==> src/rtl/mc_pkg.sv <==
// Shared definitions for the multi-cycle MIPS control FSM.
// Holds the state encoding, opcode/funct constants, datapath mux select codes,
// the instruction-class enum latched in DECODE, and small class helpers.
package mc_pkg;

  typedef enum logic [2:0] {
    StHalt   = 3'd0,
    StFetch  = 3'd1,
    StDecode = 3'd2,
    StExec   = 3'd3,
    StMem    = 3'd4,
    StWb     = 3'd5,
    StTrap   = 3'd6
  } state_e;

  // One class per supported instruction so EXEC/WB need no re-decode.
  typedef enum logic [3:0] {
    ClsNone,
    ClsAddu,
    ClsSubu,
    ClsAnd,
    ClsOr,
    ClsSlt,
    ClsSll,
    ClsJr,
    ClsOri,
    ClsLui,
    ClsLw,
    ClsSw,
    ClsBeq,
    ClsJ,
    ClsJal,
    ClsIllegal
  } cls_e;

  typedef enum logic [2:0] {
    AluAdd = 3'd0,
    AluSub = 3'd1,
    AluAnd = 3'd2,
    AluOr  = 3'd3,
    AluSlt = 3'd4,
    AluSll = 3'd5,
    AluLui = 3'd6
  } alu_op_e;

  // Opcodes (IR[31:26])
  localparam logic [5:0] OpRType = 6'b000000;
  localparam logic [5:0] OpJ     = 6'b000010;
  localparam logic [5:0] OpJal   = 6'b000011;
  localparam logic [5:0] OpBeq   = 6'b000100;
  localparam logic [5:0] OpOri   = 6'b001101;
  localparam logic [5:0] OpLui   = 6'b001111;
  localparam logic [5:0] OpLw    = 6'b100011;
  localparam logic [5:0] OpSw    = 6'b101011;

  // R-type funct codes (IR[5:0])
  localparam logic [5:0] FnSll  = 6'b000000;
  localparam logic [5:0] FnJr   = 6'b001000;
  localparam logic [5:0] FnAddu = 6'b100001;
  localparam logic [5:0] FnSubu = 6'b100011;
  localparam logic [5:0] FnAnd  = 6'b100100;
  localparam logic [5:0] FnOr   = 6'b100101;
  localparam logic [5:0] FnSlt  = 6'b101010;

  // pc_src
  localparam logic [1:0] PcSrcSeq    = 2'd0;
  localparam logic [1:0] PcSrcBranch = 2'd1;
  localparam logic [1:0] PcSrcJump   = 2'd2;
  localparam logic [1:0] PcSrcReg    = 2'd3;

  // reg_dst
  localparam logic [1:0] RegDstRt = 2'd0;
  localparam logic [1:0] RegDstRd = 2'd1;
  localparam logic [1:0] RegDstRa = 2'd2;

  // wb_src
  localparam logic [1:0] WbSrcAlu = 2'd0;
  localparam logic [1:0] WbSrcMdr = 2'd1;
  localparam logic [1:0] WbSrcPc  = 2'd2;

  // alu_src_b
  localparam logic [1:0] SrcBRt   = 2'd0;
  localparam logic [1:0] SrcBZext = 2'd1;
  localparam logic [1:0] SrcBSext = 2'd2;

  // R-type ALU instructions that go through EXEC and WB.
  function automatic logic is_r_alu(input cls_e cls);
    return cls inside {ClsAddu, ClsSubu, ClsAnd, ClsOr, ClsSlt, ClsSll};
  endfunction

  function automatic alu_op_e r_alu_op(input cls_e cls);
    alu_op_e op;
    op = AluAdd;
    unique case (cls)
      ClsSubu: op = AluSub;
      ClsAnd:  op = AluAnd;
      ClsOr:   op = AluOr;
      ClsSlt:  op = AluSlt;
      ClsSll:  op = AluSll;
      default: op = AluAdd;
    endcase
    return op;
  endfunction

endpackage

==> src/rtl/mc_idecode.sv <==
// Combinational instruction classifier.
// Ports:
//   opcode_i  IR[31:26]
//   funct_i   IR[5:0], only meaningful for R-type
//   cls_o     instruction class (ClsIllegal for any undefined encoding)
//   legal_o   1 when the encoding is one the core supports
module mc_idecode
  import mc_pkg::*;
(
  input  logic [5:0] opcode_i,
  input  logic [5:0] funct_i,
  output cls_e       cls_o,
  output logic       legal_o
);

  always_comb begin
    cls_o = ClsIllegal;
    unique case (opcode_i)
      OpRType: begin
        unique case (funct_i)
          FnAddu:  cls_o = ClsAddu;
          FnSubu:  cls_o = ClsSubu;
          FnAnd:   cls_o = ClsAnd;
          FnOr:    cls_o = ClsOr;
          FnSlt:   cls_o = ClsSlt;
          FnSll:   cls_o = ClsSll;
          FnJr:    cls_o = ClsJr;
          default: cls_o = ClsIllegal;
        endcase
      end
      OpOri:   cls_o = ClsOri;
      OpLui:   cls_o = ClsLui;
      OpLw:    cls_o = ClsLw;
      OpSw:    cls_o = ClsSw;
      OpBeq:   cls_o = ClsBeq;
      OpJ:     cls_o = ClsJ;
      OpJal:   cls_o = ClsJal;
      default: cls_o = ClsIllegal;
    endcase
  end

  assign legal_o = (cls_o != ClsIllegal);

endmodule

==> src/rtl/mc_ctrl.sv <==
// Multi-cycle control FSM for the MIPS core. Sequences the shared PC/IR/
// regfile/ALU/unified-memory datapath through FETCH/DECODE/EXEC/MEM/WB.
//
// Parameter RESET_STATE_FETCH: 1 leaves reset into FETCH, 0 into HALT (wait go).
// Optional build macro MC_PERF_CNT_EN adds retired/cycles performance counters.
//
// Ports:
//   clk, rst          clock, synchronous active-high reset
//   go                start pulse out of HALT
//   opcode, funct     IR fields; held stable by the datapath after fetch
//   alu_zero          ALU result == 0 (beq)
//   mem_ready         shared memory port completes the transfer this cycle
//   mem_req, mem_we   memory request / store enable
//   iord              memory address select: 0=PC, 1=ALUOut
//   ir_we, pc_we      IR and PC write strobes
//   pc_src            0=PC+4, 1=branch target, 2=jump imm26, 3=rs
//   reg_we, reg_dst   regfile write strobe, dest select 0=rt 1=rd 2=r31
//   wb_src            0=ALUOut, 1=MDR, 2=PC(link)
//   alu_src_b, alu_op ALU B operand select and operation
//   illegal           sticky undefined-instruction flag
//   state_o           current state (debug)
//   retired, cycles   (MC_PERF_CNT_EN only) 32-bit wrapping counters
module mc_ctrl
  import mc_pkg::*;
#(
  parameter bit RESET_STATE_FETCH = 1'b1
) (
  input  logic       clk,
  input  logic       rst,
  input  logic       go,
  input  logic [5:0] opcode,
  input  logic [5:0] funct,
  input  logic       alu_zero,
  input  logic       mem_ready,
  output logic       mem_req,
  output logic       mem_we,
  output logic       iord,
  output logic       ir_we,
  output logic       pc_we,
  output logic [1:0] pc_src,
  output logic       reg_we,
  output logic [1:0] reg_dst,
  output logic [1:0] wb_src,
  output logic [1:0] alu_src_b,
  output logic [2:0] alu_op,
  output logic       illegal,
  output logic [2:0] state_o
`ifdef MC_PERF_CNT_EN
  ,
  output logic [31:0] retired,
  output logic [31:0] cycles
`endif
);

  state_e state_q, state_d;
  cls_e   cls_q, cls_d;
  logic   illegal_q, illegal_d;

  cls_e   dec_cls;
  logic   dec_legal;

  mc_idecode u_idecode (
    .opcode_i (opcode),
    .funct_i  (funct),
    .cls_o    (dec_cls),
    .legal_o  (dec_legal)
  );

  // State register
  always_ff @(posedge clk) begin
    if (rst) begin
      state_q   <= RESET_STATE_FETCH ? StFetch : StHalt;
      cls_q     <= ClsNone;
      illegal_q <= 1'b0;
    end else begin
      state_q   <= state_d;
      cls_q     <= cls_d;
      illegal_q <= illegal_d;
    end
  end

  // Next-state logic
  always_comb begin
    state_d = state_q;
    cls_d   = cls_q;
    unique case (state_q)
      StHalt: begin
        if (go) state_d = StFetch;
      end
      StFetch: begin
        if (mem_ready) state_d = StDecode;
      end
      StDecode: begin
        cls_d = dec_cls;
        if (!dec_legal) begin
          state_d = StTrap;
        end else if (dec_cls inside {ClsJ, ClsJal, ClsJr}) begin
          state_d = StFetch;
        end else begin
          state_d = StExec;
        end
      end
      StExec: begin
        unique case (cls_q)
          ClsLw, ClsSw: state_d = StMem;
          ClsBeq:       state_d = StFetch;
          default:      state_d = StWb;
        endcase
      end
      StMem: begin
        if (mem_ready) state_d = (cls_q == ClsSw) ? StFetch : StWb;
      end
      StWb:    state_d = StFetch;
      StTrap:  state_d = StTrap;
      // Unreachable encoding: park in TRAP so the corruption is visible.
      default: state_d = StTrap;
    endcase
    illegal_d = illegal_q | (state_d == StTrap);
  end

  // Output logic
  always_comb begin
    mem_req   = 1'b0;
    mem_we    = 1'b0;
    iord      = 1'b0;
    ir_we     = 1'b0;
    pc_we     = 1'b0;
    pc_src    = PcSrcSeq;
    reg_we    = 1'b0;
    reg_dst   = RegDstRt;
    wb_src    = WbSrcAlu;
    alu_src_b = SrcBRt;
    alu_op    = AluAdd;
    unique case (state_q)
      StFetch: begin
        mem_req = 1'b1;
        if (mem_ready) begin
          ir_we = 1'b1;
          pc_we = 1'b1;
        end
      end
      StDecode: begin
        // Jumps finish here, so they use the live decode of the held IR.
        unique case (dec_cls)
          ClsJ: begin
            pc_we  = 1'b1;
            pc_src = PcSrcJump;
          end
          ClsJal: begin
            pc_we   = 1'b1;
            pc_src  = PcSrcJump;
            reg_we  = 1'b1;
            reg_dst = RegDstRa;
            wb_src  = WbSrcPc;
          end
          ClsJr: begin
            pc_we  = 1'b1;
            pc_src = PcSrcReg;
          end
          default: ;
        endcase
      end
      StExec: begin
        if (is_r_alu(cls_q)) begin
          alu_op = r_alu_op(cls_q);
        end else begin
          unique case (cls_q)
            ClsOri: begin
              alu_op    = AluOr;
              alu_src_b = SrcBZext;
            end
            ClsLui: begin
              alu_op    = AluLui;
              alu_src_b = SrcBZext;
            end
            ClsLw, ClsSw: begin
              alu_op    = AluAdd;
              alu_src_b = SrcBSext;
            end
            ClsBeq: begin
              alu_op = AluSub;
              pc_we  = alu_zero;
              pc_src = PcSrcBranch;
            end
            default: ;
          endcase
        end
      end
      StMem: begin
        mem_req = 1'b1;
        iord    = 1'b1;
        mem_we  = (cls_q == ClsSw);
      end
      StWb: begin
        reg_we = 1'b1;
        if (is_r_alu(cls_q)) begin
          reg_dst = RegDstRd;
        end else if (cls_q == ClsLw) begin
          wb_src = WbSrcMdr;
        end
      end
      default: ;
    endcase
    // Reset kills any in-flight access in the same cycle.
    if (rst) begin
      mem_req = 1'b0;
      mem_we  = 1'b0;
      ir_we   = 1'b0;
      pc_we   = 1'b0;
      reg_we  = 1'b0;
    end
  end

  assign illegal = illegal_q;
  assign state_o = state_q;

`ifdef MC_PERF_CNT_EN
  logic [31:0] retired_q, retired_d;
  logic [31:0] cycles_q, cycles_d;

  always_comb begin
    cycles_d  = cycles_q;
    retired_d = retired_q;
    if (state_q != StHalt && state_q != StTrap) cycles_d = cycles_q + 32'd1;
    if (state_d == StFetch && (state_q inside {StDecode, StExec, StMem, StWb})) begin
      retired_d = retired_q + 32'd1;
    end
  end

  always_ff @(posedge clk) begin
    if (rst) begin
      retired_q <= 32'd0;
      cycles_q  <= 32'd0;
    end else begin
      retired_q <= retired_d;
      cycles_q  <= cycles_d;
    end
  end

  assign retired = retired_q;
  assign cycles  = cycles_q;
`endif

endmodule
==> config.mk <==
export PLATFORM = sky130hd
export DESIGN_NAME = mc_ctrl
export DESIGN_NICKNAME = d
export VERILOG_FILES = /design/src/rtl/mc_pkg.sv /design/src/rtl/mc_idecode.sv /design/src/rtl/mc_ctrl.sv
export SDC_FILE = /design/constraint.sdc
export NUM_CORES = 1
export LEC_CHECK = 0
export BUFFER_PORTS_ARGS = -buffer_cell sky130_fd_sc_hd__clkbuf_2
export CORE_MARGIN = 2
export CORE_UTILIZATION = 40
export CTS_CLUSTER_SIZE = 12
export DETAILED_ROUTE_END_ITERATION = 8
export PLACE_DENSITY_LB_ADDON = 0.25
export SKIP_LAST_GASP = 1
export SLEW_MARGIN = 20
export SYNTH_ARGS = -nofsm -noshare
export SYNTH_HDL_FRONTEND = slang
export SYNTH_HIERARCHICAL = 1
export SYNTH_SLANG_ARGS = --single-unit
==> constraint.sdc <==
create_clock -name clk -period 1.8 [get_ports clk]
set_input_delay 0 -clock clk [delete_from_list [all_inputs] [get_ports clk]]
set_output_delay 0 -clock clk [all_outputs]
set_load 0.05 [all_outputs]
==> flow_summary.yaml, run 1 <==
cts:
  path_clk_slew_ps: 60
  cts_hold_buf: 0
  cts-root-buf: "clkbuf_4"
  htree_num_levels: 1
  clockBufferDepth: 2
  cts_buffers: 3
  cts_sinks: 8
  insertion_delay_ps: 260
  cts_tree: "done"
final_layout:
  final_area_sq_um: 1620
  drive_gt1_share_pct: 55.6
  final_common_cell: "buf_4"
  nNetsFinal: 214
  antenna_cells: 0
  area_delta_synth_final_pct: 72.3
  final_cell_mix: "buf_4, clkbuf_2, nor2_1"
worst_setup_path:
  startpoint_type: "primary input"
  cp.required_ps: 1800
  crit_slowest_cell: "or4_4"
  crit_chain: "buf_8 -> nor3b_2 -> a31o_1 -> a311oi_2 -> or4_4 -> a311o_1 -> nor4_4 -> o31a_4 -> clkbuf_16"
  crit_fanout: 4
  crit_arrival_ps: 1920
  r2r_cells: 4
  slowest_delay_ps: 550
  setup.worst_path.class: "in -> out"
  end_kind: "output port"
floorplan:
  die_w_um: 52.4
  dieHeight_um: 52.4
  start_util_pct: 42.4
  rows: 17
  core_area_sq_um: 2210
  dieArea_sq_um: 2750
  io_pins: 38
routing:
  avgViaCountPerCell: 5.38
  detail_route.first_pass.iterations: 4
  routedWlPerCell_um: 13.4
  drtIter0Drc: 25
  drc: 0
  ant_nets: 0
  vias: 1205
  wirelength_um: 3010
place:
  place_area_sq_um: 1500
  io_buffers: 37
  dp_slack_ps: -410
  hpwl_um: 2360
  gp_congestion: 0.771
power:
  clkPwrFrac_pct: 16.6
  p_comb_share_pct: 53.9
  switching_power_uw: 416
  cellPowerDensity_nw_per_um2: 558
  fin_total_pwr_uw: 902
  power_leakage_nw: 0.670
  ir_drop_v: 0.000423
  p_seq_share_pct: 29.5
  p_int_uw: 486
  swShare_pct: 46.1
synthesis:
  synth_seq_cells: 8
  async_flop_share_pct: 0
  avgSynthCellArea_sq_um: 7.16
  synth_cell_type_count: 50
  synth_edf_count: 0
  yosysSeqAreaShare_pct: 17.1
  syn_inst: 131
  mappedNetlistArea_sq_um: 938
  synth_fp_nets: 148
  yosys_warnings: 6
  synth-main-ff-cell: "dfxtp_1"
timing:
  worst_slew_pin_slew_ps: 345
  relSlewSlack_pct: 76.8
  finalCritPeriodShare_pct: 107
  maxSlewViolCount: 0
  rsz0062_at_grt: "true"
  fin_ws_ps: -124
  max_freq_mhz: 520
  setup_viol: 4
  min_period_ps: 1920
  hold_viol: 0
  finClkSkew_ps: 13.8
global_routing:
  antenna_found_initial: 0
  overflow: 0
  grt_start_max_net_pins: 12
  grt_pass1_wl_um: 4810
  grtUsageTotal_pct: 23.0
  grt_pass1_vias: 1118
flow_run:
  max_cap_viol_count: 0
run_status:
  outcome: "complete, but fails checks"
  violations: "negative setup slack"
min_path:
  hold_class: "in -> reg"
  worst_hold_path.num_cells: 4
[what timing repair did]
action	4_1_cts	5_1_grt
buffers inserted	2	0
setup endpoints to repair	7	8
pin swaps	7	0
resized for setup	11	8
[power groups by stage]
stage	Sequential (mW)	Combinational [mW]	Clock [mW]
finish	0.266	0.486	0.150
global route	0.269	0.518	0.170
CTS	0.263	0.481	0.156
detailed placement	0.267	0.455	0
global placement	0.265	0.445	0
floorplan	0.275	0.306	0
[metrics by stage]
stage / hold WS (ps) / setup TNS (ps) / instances / util [%]
floorplan: 64.6 / -889 / 131 / -
global placement: 377 / -988 / 218 / 67.7
detailed placement: 377 / -1470 / 218 / 67.7
CTS: 96.2 / -240 / 224 / 72.4
global route: 160 / -539 / 224 / 73.1
finish: 106 / -301 / 224 / 73.1
[worst paths after layout]
| check | startpoint | to | slack (ps) |
|---|---|---|---|
| setup / recovery | funct[3] | pc_we | -120 |
| hold / removal | mem_ready | state_o[0] | 110 |
| setup reg to reg | cls_q[3] | illegal | 470 |
| hold reg to reg | illegal | illegal | 510 |
[logic make-up after synthesis]
group                     share of synthesized area (%)
xor gates and xnor gates                           1.87
buffers and inverters                              7.73
AOI/OAI and AO/OA                                  24.5
and+or+nand+nor                                    43.3
DFF                                                17.1
muxes                                              5.47
[worst max-delay path: cells and delay by family]
family                 cells  cell delay [ps]
and+or+nand+nor            3              930
AOI/OAI and AO/OA          4              750
buffers and inverters      2              250
[state kept, by name, summed over array words and instances (netlist names)]
| name | flops |
|---|---|
| cls_q | 4 |
| state_o | 3 |
| illegal | 1 |
[cell usage after synthesis (2+ instances only)]
library cell	n	area share [%]
nor3_1	7	3.7
buf_2	4	2.1
nand3b_1	2	1.6
nand2b_1	10	6.7
dfxtp_1	8	17
o21ai_0	6	3.2
nand2_1	4	1.6
a21oi_1	7	3.7
and2_1	2	1.3
o22ai_1	2	1.3
or2_1	2	1.3
nor2_1	19	7.6
clkbuf_1	2	0.80
inv_1	8	3.2
xor2_1	2	1.9
a221oi_1	2	1.9
mux2i_1	4	4.3
and3_2	2	1.6
o31ai_1	2	1.6
nand3_1	4	2.1
nor4_1	2	1.3
buf_4	2	1.6
[metal layers]
metal  up-vias  global-route usage [%]  part of all wire [%]
met5         -                       0                     0
met4         0                    2.56                  0.33
met3         2                    6.00                   4.2
met2        27                    42.1                    52
met1       560                    27.2                    43
li1        616                       -                     -
[cell type report]
class	instances	area [sq um]
multi-input combinational	107	862
tap	28	35.0
fill	187	596
timing repair buffer	69	492
inverter	8	33.8
sequential	8	168
clock buffer	4	26.3
(Power assumes the default switching activity.)
==> run 2: changes to the inputs <==
CORE_UTILIZATION = 43   (was 40)
==> flow_summary.yaml, run 2 (synthesis gave the netlist of run 1 again) <==
run_status:
  outcome: "complete, but fails checks"
  violations: "negative setup slack"
timing:
  finalCritPeriodShare_pct: 108
  finClkSkew_ps: 5.74
  maxSlewViolCount: 0
  fin_hold_ws_ps: 138
  fin_ws_ps: -148
  hold_viol: 0
  setup_tns_ps: -289
  setup_viol: 4
  min_period_ps: 1950
  rsz0062_at_grt: "true"
  max_freq_mhz: 513
  relSlewSlack_pct: 74.9
  worst_slew_pin_slew_ps: 377
final_layout:
  largest_reg_flops: 4
  drive_gt1_share_pct: 55.7
  nNetsFinal: 212
  antenna_cells: 0
  fill_cells: 132
  area_delta_synth_final_pct: 73.3
  final_common_cell: "buf_4"
  final_area_sq_um: 1630
  finish.utilization_pct: 81.3
  top_register: "cls_q"
  final_cell_mix: "buf_4, clkbuf_2, nor2_1"
  finalNonFillerCells: 221
cts:
  cts_buffers: 3
  cts_hold_buf: 0
  clockBufferDepth: 2
  path_clk_slew_ps: 60
  cts_sinks: 8
  insertion_delay_ps: 270
  htree_num_levels: 1
  cts_tree: "done"
  cts-root-buf: "clkbuf_4"
power:
  clkPwrFrac_pct: 17.0
  ir_drop_v: 0.000425
  p_seq_share_pct: 29.4
  fin_total_pwr_uw: 911
  switching_power_uw: 423
  p_int_uw: 487
  cellPowerDensity_nw_per_um2: 560
  swShare_pct: 46.5
  power_leakage_nw: 0.676
  p_comb_share_pct: 53.6
place:
  dp_slack_ps: -417
  io_buffers: 37
  hpwl_um: 2200
  place_area_sq_um: 1460
  gp_congestion: 0.802
  post-place-cells: 212
worst_setup_path:
  crit_slowest_cell: "or4_4"
  worst-path-buf-inv: 2
  cp.required_ps: 1800
  crit_path_start: "funct[3]"
  slowest_delay_ps: 560
  end_kind: "output port"
  worst-r2r-setup-slack_ps: 270
  startpoint_type: "primary input"
  crit_chain: "buf_8 -> nor3b_2 -> a31o_1 -> a311oi_2 -> or4_4 -> a21oi_2 -> a311o_1 -> nor4_4 -> o31a_4 -> clkbuf_16"
  setup.worst_path.class: "in -> out"
  reg2reg_from: "cls_q[3]"
  cp_top_family: "compound AO/OA/AOI/OAI gates"
  crit_arrival_ps: 1950
  crit_fanout: 4
global_routing:
  antenna_found_initial: 0
  grt_pass1_wl_um: 4910
  grtUsageTotal_pct: 24.5
  grt_pass1_vias: 1122
  grt_start_max_net_pins: 12
  overflow: 0
routing:
  drtIter0Drc: 20
  drc: 0
  routedWlPerCell_um: 14.1
  wirelength_um: 3130
  avgViaCountPerCell: 5.62
  vias: 1241
  detail_route.first_pass.iterations: 4
  ant_nets: 0
floorplan:
  dieHeight_um: 50.7
  start_util_pct: 46.9
  core_area_sq_um: 2000
  io_pins: 38
  rows: 16
  dieArea_sq_um: 2570
  die_w_um: 50.7
min_path:
  hold_class: "in -> reg"
  hp-start: "rst"
flow_run:
  max_cap_viol_count: 0
==> run 2: what timing repair did <==
item | in CTS | in global routing
cloned | 0 | 0
resized for setup | 13 | 14
setup endpoints to repair | 5 | 10
pin swaps | 7 | 3
setup buffers | 1 | 4
==> run 2: path summary, 6_finish.rpt <==
check               endpoint  cells after the start
hold / removal    state_o[2]                      2
hold reg to reg      illegal                      1
setup reg to reg     illegal                      5
setup / recovery       pc_we                     10
==> run 2: layout make-up <==
| cell class | instances | area (sq um) | area share (%) |
|---|---|---|---|
| timing repair buffer | 67 | 490 | 30.2 |
| sequential | 8 | 168 | 10.3 |
| tap | 27 | 33.8 | 2.08 |
| clock buffer | 4 | 26.3 | 1.62 |
| multi-input combinational | 107 | 875 | 53.8 |
| inverter | 8 | 33.8 | 2.08 |
==> run 2: power groups by stage <==
stage                     Sequential, mW  Clock (mW)  Combinational [mW]
after floorplan                    0.275           0               0.306
after global placement             0.267           0               0.433
after detailed placement           0.271           0               0.444
after CTS                          0.267       0.157               0.468
after global routing               0.273       0.167               0.520
final                              0.268       0.155               0.488
==> run 2: per-layer routing <==
| layer | GRT usage, % | vias up | share of wire (%) |
|---|---|---|---|
| met5 | 0 | - | 0 |
| met4 | 2.70 | 0 | 0.83 |
| met3 | 6.25 | 5 | 5.8 |
| met2 | 44.7 | 43 | 52 |
| met1 | 29.4 | 586 | 41 |
| li1 | - | 607 | - |
==> run 2: worst register-to-register path, stage by stage, from the launching register on <==
cell	delay (ps)
dfxtp_1	510
nand3b_1	250
buf_4	210
o21ai_1	150
a31oi_2	110
a22o_1	210
==> run 3: changes to the inputs <==
ABC_AREA = 0   (was default)
CORE_UTILIZATION = 45   (was 43)
SYNTH_HIERARCHICAL = default   (was 1)
==> flow_summary.yaml, run 3 <==
place:
  io_buffers: 37
  place_area_sq_um: 1600
  dp_slack_ps: -191
  post-place-cells: 231
  gp_congestion: 0.847
  hpwl_um: 2670
power:
  fin_total_pwr_mw: 1.51
  power_leakage_nw: 0.665
  cellPowerDensity_nw_per_um2: 907
  ir_drop_v: 0.000978
synthesis:
  synth_fp_nets: 169
  synth_top_area_share_pct: 14.7
  synth-main-ff-cell: "dfxtp_1"
  netlist.top_cell.by_area: "dfxtp_1"
  synth_seq_cells: 8
  yosysSeqAreaShare_pct: 14.7
  synth_edf_count: 0
  yosysMostFrequentCell: "nor2_1"
  mappedNetlistArea_sq_um: 1090
  syn_inst: 152
  synth_cell_type_count: 53
  async_flop_share_pct: 0
  avgSynthCellArea_sq_um: 7.16
  yosys_warnings: 0
  synth_common_cells: "nor2_1, nor3_1, a21oi_1, dfxtp_1, inv_1"
  synth.area.top_cells: "dfxtp_1, nor2_1, nor3_1, a21oi_1, buf_6"
flow_run:
  max_cap_viol_count: 0
floorplan:
  start_util_pct: 48.3
  dieArea_sq_um: 2830
  io_pins: 38
  die_w_um: 53.2
  core_area_sq_um: 2250
  rows: 17
  dieHeight_um: 53.2
worst_setup_path:
  worst-path-buf-inv: 2
  crit_slowest_cell: "or4b_1"
  end_kind: "output port"
  cp.required_ps: 1800
  reg2reg_from: "state_o[0]"
  startpoint_type: "primary input"
  cp_top_family: "compound AO/OA/AOI/OAI gates"
  slowest_delay_ps: 480
  r2r_cells: 3
  worst-r2r-setup-slack_ps: 180
  crit_chain: "clkbuf_2 -> nor3b_2 -> a21oi_1 -> or4b_1 -> a2111o_1 -> nand3_4 -> a21oi_2 -> o31a_4 -> buf_6"
  setup.worst_path.class: "in -> out"
  r2r-end: "cls_q[1]"
  crit_fanout: 2
  crit_cells: 9
  crit_arrival_ps: 1950
cts:
  htree_num_levels: 1
  path_clk_slew_ps: 60
  cts_buffers: 3
  clockBufferDepth: 2
  cts_tree: "done"
  insertion_delay_ps: 260
  cts_sinks: 8
  cts-root-buf: "clkbuf_4"
  cts_hold_buf: 0
routing:
  drtIter0Drc: 27
  wirelength_um: 3320
  vias: 1358
  highest_layer: "met4"
  ant_nets: 0
  avgViaCountPerCell: 5.75
  wl_met3_um: 100
  detail_route.first_pass.iterations: 4
  dr_wl_met2_um: 1710
  wirelength_met1_um: 1400
  routedWlPerCell_um: 14.1
  drc: 0
run_status:
  outcome: "complete, but fails checks"
  violations: "negative setup slack"
timing:
  setup_tns_ps: -162
  fin_ws_ps: -154
  relSlewSlack_pct: 71.6
  finalCritPeriodShare_pct: 109
  rsz0062_at_grt: "true"
  finClkSkew_ps: 10.1
  hold_viol: 0
  maxSlewViolCount: 0
  max_freq_mhz: 512
  min_period_ps: 1950
  setup_viol: 2
  worst_slew_pin_slew_ps: 416
final_layout:
  final_area_sq_um: 1670
  fill_cells: 178
  antenna_cells: 0
  final_cell_mix: "clkbuf_2, buf_4, nor2_1"
  final_common_cell: "clkbuf_2"
  drive_gt1_share_pct: 49.5
  area_delta_synth_final_pct: 53.1
  largest_reg_flops: 4
  top_register: "cls_q"
  finalNonFillerCells: 236
  nNetsFinal: 226
global_routing:
  antenna_found_initial: 0
  grt_pass1_wl_um: 5490
  overflow: 0
  grt_start_max_net_pins: 15
  grtUsageTotal_pct: 26.2
  grt_pass1_vias: 1294
min_path:
  hold_class: "in -> reg"
  holdPathEnd: "state_o[1]"
  worst_hold_path.num_cells: 2
  hp-start: "rst"
run 3: cell type report:
class	count	area [sq um]	area share [%]
well taps	28	35.0	2.10
clock buffers	4	26.3	1.58
repair buffers	68	459	27.6
flip-flops and latches	8	165	9.91
inverters	8	33.8	2.03
multi-input cells	120	947	56.8
run 3: routing by layer:
layer | track usage (%) | vias up
li1 | - | 677
met1 | 29.2 | 630
met2 | 49.0 | 39
met3 | 1.98 | 12
met4 | 13.2 | 0
met5 | 0 | -
run 3: power breakdown:
part / switching, mW / leakage (nW) / internal (mW)
Sequential: 0.0448 / 0.0660 / 0.238
Clock: 0.0638 / 0.0150 / 0.0850
Combinational: 0.708 / 0.584 / 0.373
run 3: repair_timing:
item                       CTS  global route
setup endpoints to repair    4             7
pin swaps                    2             2
resized for setup            4             9
buffers inserted             0             1
run 3: logic make-up after synthesis:
group,count (synthesis),synth area share [%]
mux,3,2.76
buf+inv,24,12.5
flops,8,14.7
simple gates,74,42.4
xor+xnor,3,2.41
compound gates,40,25.2
run 3: through the flow:
step / utilization (%) / hold slack (ps)
6_report: 73.9 / 153
3_5_place_dp: 71.0 / 412
4_1_cts: 72.9 / 143
2_1_floorplan: - / 114
5_1_grt: 73.9 / 186
3_3_place_gp: 71.0 / 409
run 3: worst max-delay path by stage:
stage               startpoint        end  slack (ps)
floorplan           state_o[2]  wb_src[1]         -80
global placement      funct[0]    illegal        -100
detailed placement    funct[0]    illegal        -190
CTS                   funct[0]      pc_we        -170
global route          funct[0]      pc_we        -170
finish                funct[0]      pc_we        -150
